**src/rtl/chebyshev_pkg.sv**
```systemverilog
// Shared definitions for the Chebyshev sequencer: FSM encoding, default widths
// and a constant-foldable clog2 helper.
package chebyshev_pkg;

  localparam int unsigned DefWordLength  = 16;
  localparam int unsigned DefCoeffLength = 16;
  localparam int unsigned DefDegree      = 3;

  typedef enum logic [1:0] {
    StIdle,
    StIssue,
    StWait,
    StHold
  } seq_state_e;

  // Smallest r with 2**r >= value; clog2(1) == 0.
  function automatic int unsigned clog2(input int unsigned value);
    int unsigned res;
    res = 0;
    for (int i = 0; i < 32; i++) begin
      if ((32'd1 << i) < value) res = i + 1;
    end
    return res;
  endfunction

endpackage

```
**src/rtl/chebyshev_sequencer_if.sv**
```systemverilog
// Handshake and coefficient bus between the sequencer (slave) and its
// surroundings (master: upstream source, computation stage, consumer).
interface chebyshev_sequencer_if #(
  parameter int unsigned WordLength  = 16,
  parameter int unsigned CoeffLength = 16,
  parameter int unsigned AddrW       = 2
);
  logic                   in_valid;
  logic                   in_ready;
  logic [WordLength-1:0]  in_data;
  logic                   coef_we;
  logic [AddrW-1:0]       coef_addr;
  logic [CoeffLength-1:0] coef_wdata;
  logic                   cmp_valid;
  logic                   cmp_first;
  logic [WordLength-1:0]  cmp_data;
  logic [CoeffLength-1:0] cmp_coeff;
  logic [WordLength-1:0]  cmp_result;
  logic                   out_valid;
  logic                   out_ready;
  logic [WordLength-1:0]  out_data;
  logic                   busy;

  modport slave (
    input  in_valid, in_data, coef_we, coef_addr, coef_wdata, cmp_result, out_ready,
    output in_ready, cmp_valid, cmp_first, cmp_data, cmp_coeff, out_valid, out_data, busy
  );

  modport master (
    output in_valid, in_data, coef_we, coef_addr, coef_wdata, cmp_result, out_ready,
    input  in_ready, cmp_valid, cmp_first, cmp_data, cmp_coeff, out_valid, out_data, busy
  );
endinterface

```
**src/rtl/chebyshev_coeff_regfile.sv**
```systemverilog
// Coefficient table: one write port with enable, combinational read, async clear.
module chebyshev_coeff_regfile #(
  parameter int unsigned CoeffLength = 16,
  parameter int unsigned Entries     = 4,
  parameter int unsigned AddrW       = 2
) (
  input  logic                   clk_i,
  input  logic                   rst_i,
  input  logic                   we_i,
  input  logic [AddrW-1:0]       waddr_i,
  input  logic [CoeffLength-1:0] wdata_i,
  input  logic [AddrW-1:0]       raddr_i,
  output logic [CoeffLength-1:0] rdata_o
);

  logic [CoeffLength-1:0] mem_q [Entries];

  // Per-entry address match, so addresses beyond the table simply hit nothing.
  for (genvar i = 0; i < Entries; i++) begin : g_entry
    always_ff @(posedge clk_i or posedge rst_i) begin
      if (rst_i) begin
        mem_q[i] <= '0;
      end else if (we_i && (waddr_i == AddrW'(i))) begin
        mem_q[i] <= wdata_i;
      end
    end
  end

  assign rdata_o = mem_q[raddr_i];

endmodule

```
**src/rtl/chebyshev_sequencer.sv**
```systemverilog
// Paces the Horner recurrence into the computation stage, highest degree first,
// and holds the returned result on a valid/ready output.
module chebyshev_sequencer
  import chebyshev_pkg::*;
#(
  parameter int unsigned WordLength  = DefWordLength,
  parameter int unsigned CoeffLength = DefCoeffLength,
  parameter int unsigned Degree      = DefDegree,
  parameter int unsigned PipeLatency = 3
) (
  input logic                  clk_i,
  input logic                  rst_i,
  chebyshev_sequencer_if.slave bus
);

  localparam int unsigned AddrW = clog2(Degree + 1);
  localparam int unsigned WaitW = clog2(PipeLatency + 1);
  localparam logic [AddrW-1:0] KStart = AddrW'(Degree);
  // WAIT spans PipeLatency-1 cycles: load PipeLatency-2 and leave on zero.
  localparam logic [WaitW-1:0] WaitLoad = (PipeLatency > 1) ? WaitW'(PipeLatency - 2) : '0;

  seq_state_e             state_q, state_d;
  logic [AddrW-1:0]       k_q, k_d;
  logic [WaitW-1:0]       wait_q, wait_d;
  logic [WordLength-1:0]  x_q, x_d;
  logic [WordLength-1:0]  out_q, out_d;
  logic [CoeffLength-1:0] coef_rdata;
  logic                   accept;
  logic                   term_done;

  chebyshev_coeff_regfile #(
    .CoeffLength(CoeffLength),
    .Entries    (Degree + 1),
    .AddrW      (AddrW)
  ) u_regfile (
    .clk_i  (clk_i),
    .rst_i  (rst_i),
    .we_i   (bus.coef_we && !bus.busy),
    .waddr_i(bus.coef_addr),
    .wdata_i(bus.coef_wdata),
    .raddr_i(k_q),
    .rdata_o(coef_rdata)
  );

  assign accept = bus.in_valid && bus.in_ready;

  always_ff @(posedge clk_i or posedge rst_i) begin
    if (rst_i) begin
      state_q <= StIdle;
      k_q     <= '0;
      wait_q  <= '0;
      x_q     <= '0;
      out_q   <= '0;
    end else begin
      state_q <= state_d;
      k_q     <= k_d;
      wait_q  <= wait_d;
      x_q     <= x_d;
      out_q   <= out_d;
    end
  end

  always_comb begin
    state_d   = state_q;
    k_d       = k_q;
    wait_d    = wait_q;
    x_d       = x_q;
    out_d     = out_q;
    term_done = 1'b0;
    unique case (state_q)
      StIdle: if (accept) state_d = StIssue;
      StIssue: begin
        if (PipeLatency > 1) begin
          state_d = StWait;
          wait_d  = WaitLoad;
        end else begin
          term_done = 1'b1;
        end
      end
      StWait: begin
        if (wait_q == '0) term_done = 1'b1;
        else              wait_d = wait_q - 1'b1;
      end
      StHold: if (bus.out_ready) state_d = accept ? StIssue : StIdle;
    endcase
    if (term_done) begin
      if (k_q == '0) begin
        state_d = StHold;
        out_d   = bus.cmp_result;
      end else begin
        state_d = StIssue;
        k_d     = k_q - 1'b1;
      end
    end
    if (accept) begin
      x_d = bus.in_data;
      k_d = KStart;
    end
  end

  always_comb begin
    bus.in_ready  = 1'b0;
    bus.cmp_valid = 1'b0;
    bus.cmp_first = 1'b0;
    bus.cmp_coeff = '0;
    bus.out_valid = 1'b0;
    bus.busy      = 1'b0;
    unique case (state_q)
      StIdle: bus.in_ready = !rst_i;
      StIssue: begin
        bus.cmp_valid = 1'b1;
        bus.cmp_first = (k_q == KStart);
        bus.cmp_coeff = coef_rdata;
        bus.busy      = 1'b1;
      end
      StWait: bus.busy = 1'b1;
      StHold: begin
        bus.out_valid = 1'b1;
        bus.in_ready  = bus.out_ready;
      end
    endcase
  end

  assign bus.cmp_data = x_q;
  assign bus.out_data = out_q;

endmodule
```
**src/flat_wrapper.sv**
```systemverilog
// flat-port wrapper written by rule: the top's interface ports become plain ports
module chebyshev_sequencer_flat import chebyshev_pkg::*;
#(
  parameter int unsigned WordLength  = DefWordLength,
  parameter int unsigned CoeffLength = DefCoeffLength,
  parameter int unsigned Degree      = DefDegree,
  parameter int unsigned PipeLatency = 3
)
  (clk_i, rst_i, bus_in_valid, bus_in_data, bus_coef_we, bus_coef_addr, bus_coef_wdata, bus_cmp_result, bus_out_ready, bus_in_ready, bus_cmp_valid, bus_cmp_first, bus_cmp_data, bus_cmp_coeff, bus_out_valid, bus_out_data, bus_busy);
  chebyshev_sequencer_if #(.WordLength(WordLength), .CoeffLength(CoeffLength)) bus_i ();
  input logic clk_i;
  input logic rst_i;
  input wire logic [$bits(bus_i.in_valid)-1:0] bus_in_valid;
  input wire logic [$bits(bus_i.in_data)-1:0] bus_in_data;
  input wire logic [$bits(bus_i.coef_we)-1:0] bus_coef_we;
  input wire logic [$bits(bus_i.coef_addr)-1:0] bus_coef_addr;
  input wire logic [$bits(bus_i.coef_wdata)-1:0] bus_coef_wdata;
  input wire logic [$bits(bus_i.cmp_result)-1:0] bus_cmp_result;
  input wire logic [$bits(bus_i.out_ready)-1:0] bus_out_ready;
  output wire logic [$bits(bus_i.in_ready)-1:0] bus_in_ready;
  output wire logic [$bits(bus_i.cmp_valid)-1:0] bus_cmp_valid;
  output wire logic [$bits(bus_i.cmp_first)-1:0] bus_cmp_first;
  output wire logic [$bits(bus_i.cmp_data)-1:0] bus_cmp_data;
  output wire logic [$bits(bus_i.cmp_coeff)-1:0] bus_cmp_coeff;
  output wire logic [$bits(bus_i.out_valid)-1:0] bus_out_valid;
  output wire logic [$bits(bus_i.out_data)-1:0] bus_out_data;
  output wire logic [$bits(bus_i.busy)-1:0] bus_busy;
  assign bus_i.in_valid = bus_in_valid;
  assign bus_i.in_data = bus_in_data;
  assign bus_i.coef_we = bus_coef_we;
  assign bus_i.coef_addr = bus_coef_addr;
  assign bus_i.coef_wdata = bus_coef_wdata;
  assign bus_i.cmp_result = bus_cmp_result;
  assign bus_i.out_ready = bus_out_ready;
  assign bus_in_ready = bus_i.in_ready;
  assign bus_cmp_valid = bus_i.cmp_valid;
  assign bus_cmp_first = bus_i.cmp_first;
  assign bus_cmp_data = bus_i.cmp_data;
  assign bus_cmp_coeff = bus_i.cmp_coeff;
  assign bus_out_valid = bus_i.out_valid;
  assign bus_out_data = bus_i.out_data;
  assign bus_busy = bus_i.busy;
  chebyshev_sequencer #(.WordLength(WordLength), .CoeffLength(CoeffLength), .Degree(Degree), .PipeLatency(PipeLatency)) u_core (.clk_i(clk_i), .rst_i(rst_i), .bus(bus_i));
endmodule
```
**config.mk**
```make
export PLATFORM = sky130hd
export DESIGN_NAME = chebyshev_sequencer_flat
export DESIGN_NICKNAME = d
export VERILOG_FILES = /design/src/rtl/chebyshev_pkg.sv /design/src/rtl/chebyshev_sequencer_if.sv /design/src/rtl/chebyshev_coeff_regfile.sv /design/src/rtl/chebyshev_sequencer.sv /design/src/flat_wrapper.sv
export SDC_FILE = /design/constraint.sdc
export NUM_CORES = 1
export LEC_CHECK = 0
export BUFFER_PORTS_ARGS = -buffer_cell sky130_fd_sc_hd__buf_2
export CORE_ASPECT_RATIO = 2
export CORE_MARGIN = 2
export CORE_UTILIZATION = 58
export CTS_BUF_LIST = sky130_fd_sc_hd__clkbuf_16
export DETAILED_ROUTE_END_ITERATION = 8
export GPL_TIMING_DRIVEN = 1
export PLACE_DENSITY_LB_ADDON = 0.25
export REMOVE_ABC_BUFFERS = 1
export SYNTH_ARGS = -nofsm -noshare
export SYNTH_HDL_FRONTEND = slang
export SYNTH_HIERARCHICAL = 1
export SYNTH_SLANG_ARGS = --single-unit
```
**constraint.sdc**
```tcl
create_clock -name clk_i -period 4 [get_ports clk_i]
set_clock_uncertainty 0.2 [all_clocks]
set_input_delay 0 -clock clk_i [delete_from_list [all_inputs] [get_ports clk_i]]
set_output_delay 0 -clock clk_i [all_outputs]
set_load 0.005 [all_outputs]
```
# == Word-level counts from Yosys, hierarchy flattened ==
# Cells that the tools add are included.
# totals
ff_bits,102
input_bits,55
out_inout_bits,53
elab_cells,66
# op_classes
add_sub_neg,2
n_lt_le_gt_ge,1
n_eq_ne,11
mux,22
bitwise_logic,1
reduce_logical,20
# ops
cell,count
2-to-1 mux 16 bit,3
binary-select mux 16 bit (select 2 bit),1
2-to-1 mux 2 bit,8
== test 2 bit (second input constant),5
zero test 2 bit,4
2-to-1 mux 1 bit,7
logical AND 1 bit,6
one-hot mux 2 bit (3 select lines),1
AND reduction 2 bit,3
== test 2 x 1 -> 1 bit (second input constant),2
one-hot mux 2 bit (2 select lines),1
nonzero test 2 bit,2
nonzero test 4 bit,1
subtractor 2 x 1 -> 2 bit (second input constant),2
greater-or-equal comparator 3 bit (second input constant),1
!= test 3 x 1 -> 1 bit (second input constant),1
!= test 3 x 2 -> 1 bit (second input constant),1
inverter 2 -> 3 bit,1
AND reduction 3 bit,1
zero test 1 bit,2
!= test 2 x 1 -> 1 bit (second input constant),1
!= test 2 bit (second input constant),1
one-hot mux 1 bit (2 select lines),1
OR reduction 2 bit,1

# == Logic depth before layout (Yosys ltp) ==
# logic_depth
word_depth,7
depth_mapped,7
depth_no_buf,6

# == By module ==
# Netlist, hierarchy kept.
# modules_own_cells
module,instances,cells_per_inst,area_per_inst_um2,seq_area_each_um2
chebyshev_coeff_regfile,1,157,2797.7,1601.5
chebyshev_sequencer,1,142,1804.2,950.9

# == Worst setup path after synthesis ==
# OpenSTA, ideal clock, no wires.
# synth_timing
path_kind,register -> register
startpoint,register u_core.state_q[0]
endpoint,register u_core/u_regfile/mem_q[48] (netlist name)
setup_ps,125
arrival_ps,1991
required_time_ps,3675
setup_slack_ps,1685
path_stages_with_launch,7
n_path_buf,1
period_less_slack_ps,2315
cell_sequence,dfrtp_1 > inv_1 > ha_1 > nor2b_1 > nor3b_4 > buf_6 > mux2_2
# synth_between
elab_chain_cells,6
word_cells_on_any_way,7
classes_between,2 x eq/ne; 1 x mux; 4 x reduce/logical
# synth_lines
item,line_no,text
from (decl),chebyshev_sequencer.sv:22,"seq_state_e state_q, state_d;"
from (signal assigned),chebyshev_sequencer.sv:49,state_q <= StIdle;
from (signal assigned),chebyshev_sequencer.sv:55,state_q <= state_d;
== test 2 x 1 -> 1 bit or == test 2 bit (tied branches),chebyshev_sequencer.sv:108,unique case (state_q)
OR reduction 2 bit (no line) (*),n/a,
2-to-1 mux 1 bit (*),chebyshev_sequencer.sv:108,
via bus_busy,flat_wrapper.sv:27,output wire logic [$bits(bus_i.busy)-1:0] bus_busy;
zero test 1 bit (*),chebyshev_sequencer.sv:38,".we_i (bus.coef_we && !bus.busy),"
logical AND 1 bit (*),chebyshev_sequencer.sv:38,
logical AND 1 bit (*),chebyshev_coeff_regfile.sv:23,end else if (we_i && (waddr_i == AddrW'(i))) begin
"to (signal, indexed assignment)",chebyshev_coeff_regfile.sv:24,mem_q[i] <= wdata_i;
to (decl),chebyshev_coeff_regfile.sv:16,logic [CoeffLength-1:0] mem_q [Entries];
# The timed path passes the listed nets; every way through them passes the cells marked *.
# A chain may end at the register's enable or synchronous reset.

# == Worst setup path after layout ==
# layout_timing
startpoint,register u_core.state_q[0]
endpoint,register u_core/u_regfile/mem_q[55] (netlist name)
# layout_between
elab_chain_cells,6
word_cells_on_any_way,7
classes_between,2 x eq/ne; 1 x mux; 4 x reduce/logical
# layout_lines
item,line_no
== test 2 x 1 -> 1 bit or == test 2 bit (tied branches),chebyshev_sequencer.sv:108
OR reduction 2 bit (no line) (*),n/a
2-to-1 mux 1 bit (*),chebyshev_sequencer.sv:108
zero test 1 bit (*),chebyshev_sequencer.sv:38
logical AND 1 bit (*),chebyshev_sequencer.sv:38
logical AND 1 bit (*),chebyshev_coeff_regfile.sv:23
# Mark *: on every way between the ends. The rest lies on a longest branch, timed or not.

==> metrics.cfg <==
[critical_path]
cp_max_fo=16
max_stage_delay_ps=830
path_cells=inv_1, ha_1, nor2b_1, nor3b_4, mux2_2
worst-path-buf-inv=1
worst_ep_required_time_ps=4010
cp.depth=5
crit_arrival_ps=2840
crit_type=register to register
cp-end-kind=register
cp-start-kind=register
r2r.worst_path.cells=5
critical_path.top_delay_family=simple AND/OR/NAND/NOR gates
cp_slowest_cell=nor3b_4

[logic_synthesis]
ys_seq_area_share_pct=55.5
yosysWarnings=6
synth_edf_count=0
ys.flop_type=dfrtp_1
syn_inst=299
syn_area_per_cell_um2=15.4
yosys-top-cells-area=dfrtp_1, mux2_2, mux4_2
yosysTopAreaCell=dfrtp_1
synth_top_area_share_pct=55.5
synth.distinct_cells=32
async_flop_share_pct=100
syn_area_mm2=0.00460
synth_commonest_cells=dfrtp_1, mux2_2, and2_1, mux4_2, inv_1
synth_most_common_cell=dfrtp_1
synth_seq_cells=102

[clocking]
clkSinkCount=102
clk_path_buf_depth=2
htreeDepth=3
cts_tree=yes
cts_resized=0
clkTransAtPathRegs_ps=60
postCtsSetupRepairBufs=0
cts_buffers=9
clk_latency_ps=330
cts_root_buf=clkbuf_16

[routing]
vias=3019
firstDrtPassIters=4
ant_nets=0
viasPerCell=5.38
wl_per_cell_um=17.5
totalWireLength_um=9830
drt_iter0_markers=138
route.detailed.drc=0

[layout]
area_growth_pct=30.3
nets=523
fin_cells=561
finish.utilization_pct=76.6
drive_above_1_share_pct=52.8

[power]
seqPwrFrac_pct=41.8
p_sw_uw=1320
irDropWorstVdd_mv=0.414
p_per_area_mw_per_mm2=733
p_sw_share_pct=30.0
p_clk_share_pct=18.5
internal_power_uw=3080
leakagePower_uw=0.00282
total_power_uw=4390
pwr-share-comb_pct=39.6

[die]
initial_core_util_pct=58.8
core_mm2=0.00783
rows=46
dieArea_mm2=0.00871
io_pins=108
fp.dieH_um=130
die_x_um=67.0

[global_route]
grt_overflow=0
antenna_found_initial=0
grt_pass1_vias=3222
grt_usage_pct=24.1
grt_max_degree=65
grt_pass1_wl_um=15400

[sta]
hold_violations=0
max-slew-margin-rel_pct=39.1
maxSlewViolCount=0
final.min_clock_period_ps=2830
fin_setup_tns_ps=0
rsz0062_at_grt=false
finalCritPeriodShare_pct=70.8
finalSetupViolations=0
fin_hold_ws_ps=34.4
clock.fmax_mhz=353
worst_slew_pin_slew_ps=912

[placement]
portBuffers=107
place.gp.congestion=0.789
place_inst=494
place_hpwl_um=6110

[worst_hold_path]
min_path_cells=3
hold_class=input pin to register

[run]
cap_violations=0

[run_status]
outcome=finished clean

-- cell families after synthesis --
group,share of synthesized area [%]
flops,55.5
mux,31.8
simple gates,5.52
xor+xnor,0.190
fa+ha+maj,2.18
buf+inv,2.72
compound gates,2.18
-- final cells by class --
| class | count | area [um2] |
|---|---|---|
| Tap cell | 96 | 120 |
| Inverter | 10 | 37.5 |
| Multi-Input combinational cell | 175 | 1920 |
| Clock buffer | 9 | 225 |
| Antenna cell | 1 | 2.50 |
| Fill cell | 505 | 1830 |
| Clock inverter | 6 | 56.3 |
| Sequential cell | 102 | 2550 |
| Timing Repair Buffer | 162 | 1080 |
-- routing by layer --
layer | routed length, um | up-vias | part of all wire, % | GRT usage [%]
li1 | - | 1396 | - | -
met2 | 5380 | 72 | 55 | 40.1
met5 | 0 | - | 0 | 0
met4 | 165 | 0 | 1.7 | 9.24
met3 | 344 | 12 | 3.5 | 4.91
met1 | 3940 | 1539 | 40 | 30.9
-- flip-flops by register name (all words and copies together) (netlist names) --
register / count
u_core/state_q: 2
u_core/k_q: 2
u_core/wait_q: 2
u_core/bus.cmp_data: 16
u_core/bus.out_data: 16
u_core/u_regfile/mem_q: 64
-- path summary, 6_finish.rpt --
path / from / to / slack [ps]
setup / recovery: u_core/state_q[0]$_DFFE_PP0P_ / u_core/u_regfile/mem_q[55]$_DFFE_PP0P_ / 1170
hold / removal: bus_coef_addr[1] / u_core/u_regfile/mem_q[60]$_DFFE_PP0P_ / 30
setup reg to reg: u_core/state_q[0]$_DFFE_PP0P_ / u_core/u_regfile/mem_q[55]$_DFFE_PP0P_ / 1170
hold reg to reg: u_core/u_regfile/mem_q[35]$_DFFE_PP0P_ / u_core/u_regfile/mem_q[35]$_DFFE_PP0P_ / 300
max in group asynchronous: rst_i / u_core/u_regfile/mem_q[0]$_DFFE_PP0P_ / 2820
min in group asynchronous: rst_i / u_core/bus.out_data[14]$_DFFE_PP0P_ / 160
-- layout by cell type, fill, tap and decap left out, types with 2 or more instances in the layout --
master         count
a21oi_1            4
and2_1            17
buf_2            107
buf_4              4
clkbuf_16          9
clkinv_2           2
dfrtp_1          102
dlygate4sd3_1     51
ha_1               8
inv_1             11
mux2_2            96
mux2i_1            2
mux4_2            16
nand2_1            5
nand2b_1           2
nand3_2            2
nand3b_2           2
nor2_1             2
nor2b_1            2
o21ai_0            6
-- stage by stage --
step                      setup WS [ps]  cell area [um2]
after floorplan                    1600             4510
after global placement             1290             5200
after detailed placement           1180             5200
after CTS                          1180             5990
after global routing               1030             5990
final                              1170             5990
-- power by group through the flow --
| stage | registers (uW) | logic (uW) | clock network [uW] |
|---|---|---|---|
| floorplan | 1820 | 1120 | 0 |
| finish | 1840 | 1740 | 813 |
| CTS | 1830 | 1750 | 844 |
| global placement | 1790 | 1630 | 0 |
| detailed placement | 1840 | 1710 | 0 |
| global route | 1890 | 1910 | 881 |
-- worst reg2reg max path: stages (launching register included) --
cell and delay, ps:
dfrtp_1 440, inv_1 100, ha_1 360, nor2b_1 350, nor3b_4 830, mux2_2 430
-- timing repair --
action | in CTS | in global routing
hold buffers | 51 | 0
endpoints found under the hold margin | 200 | 0
endpoints found under the setup margin | 0 | 0
Note: power is estimated with default switching activity, not from simulation.
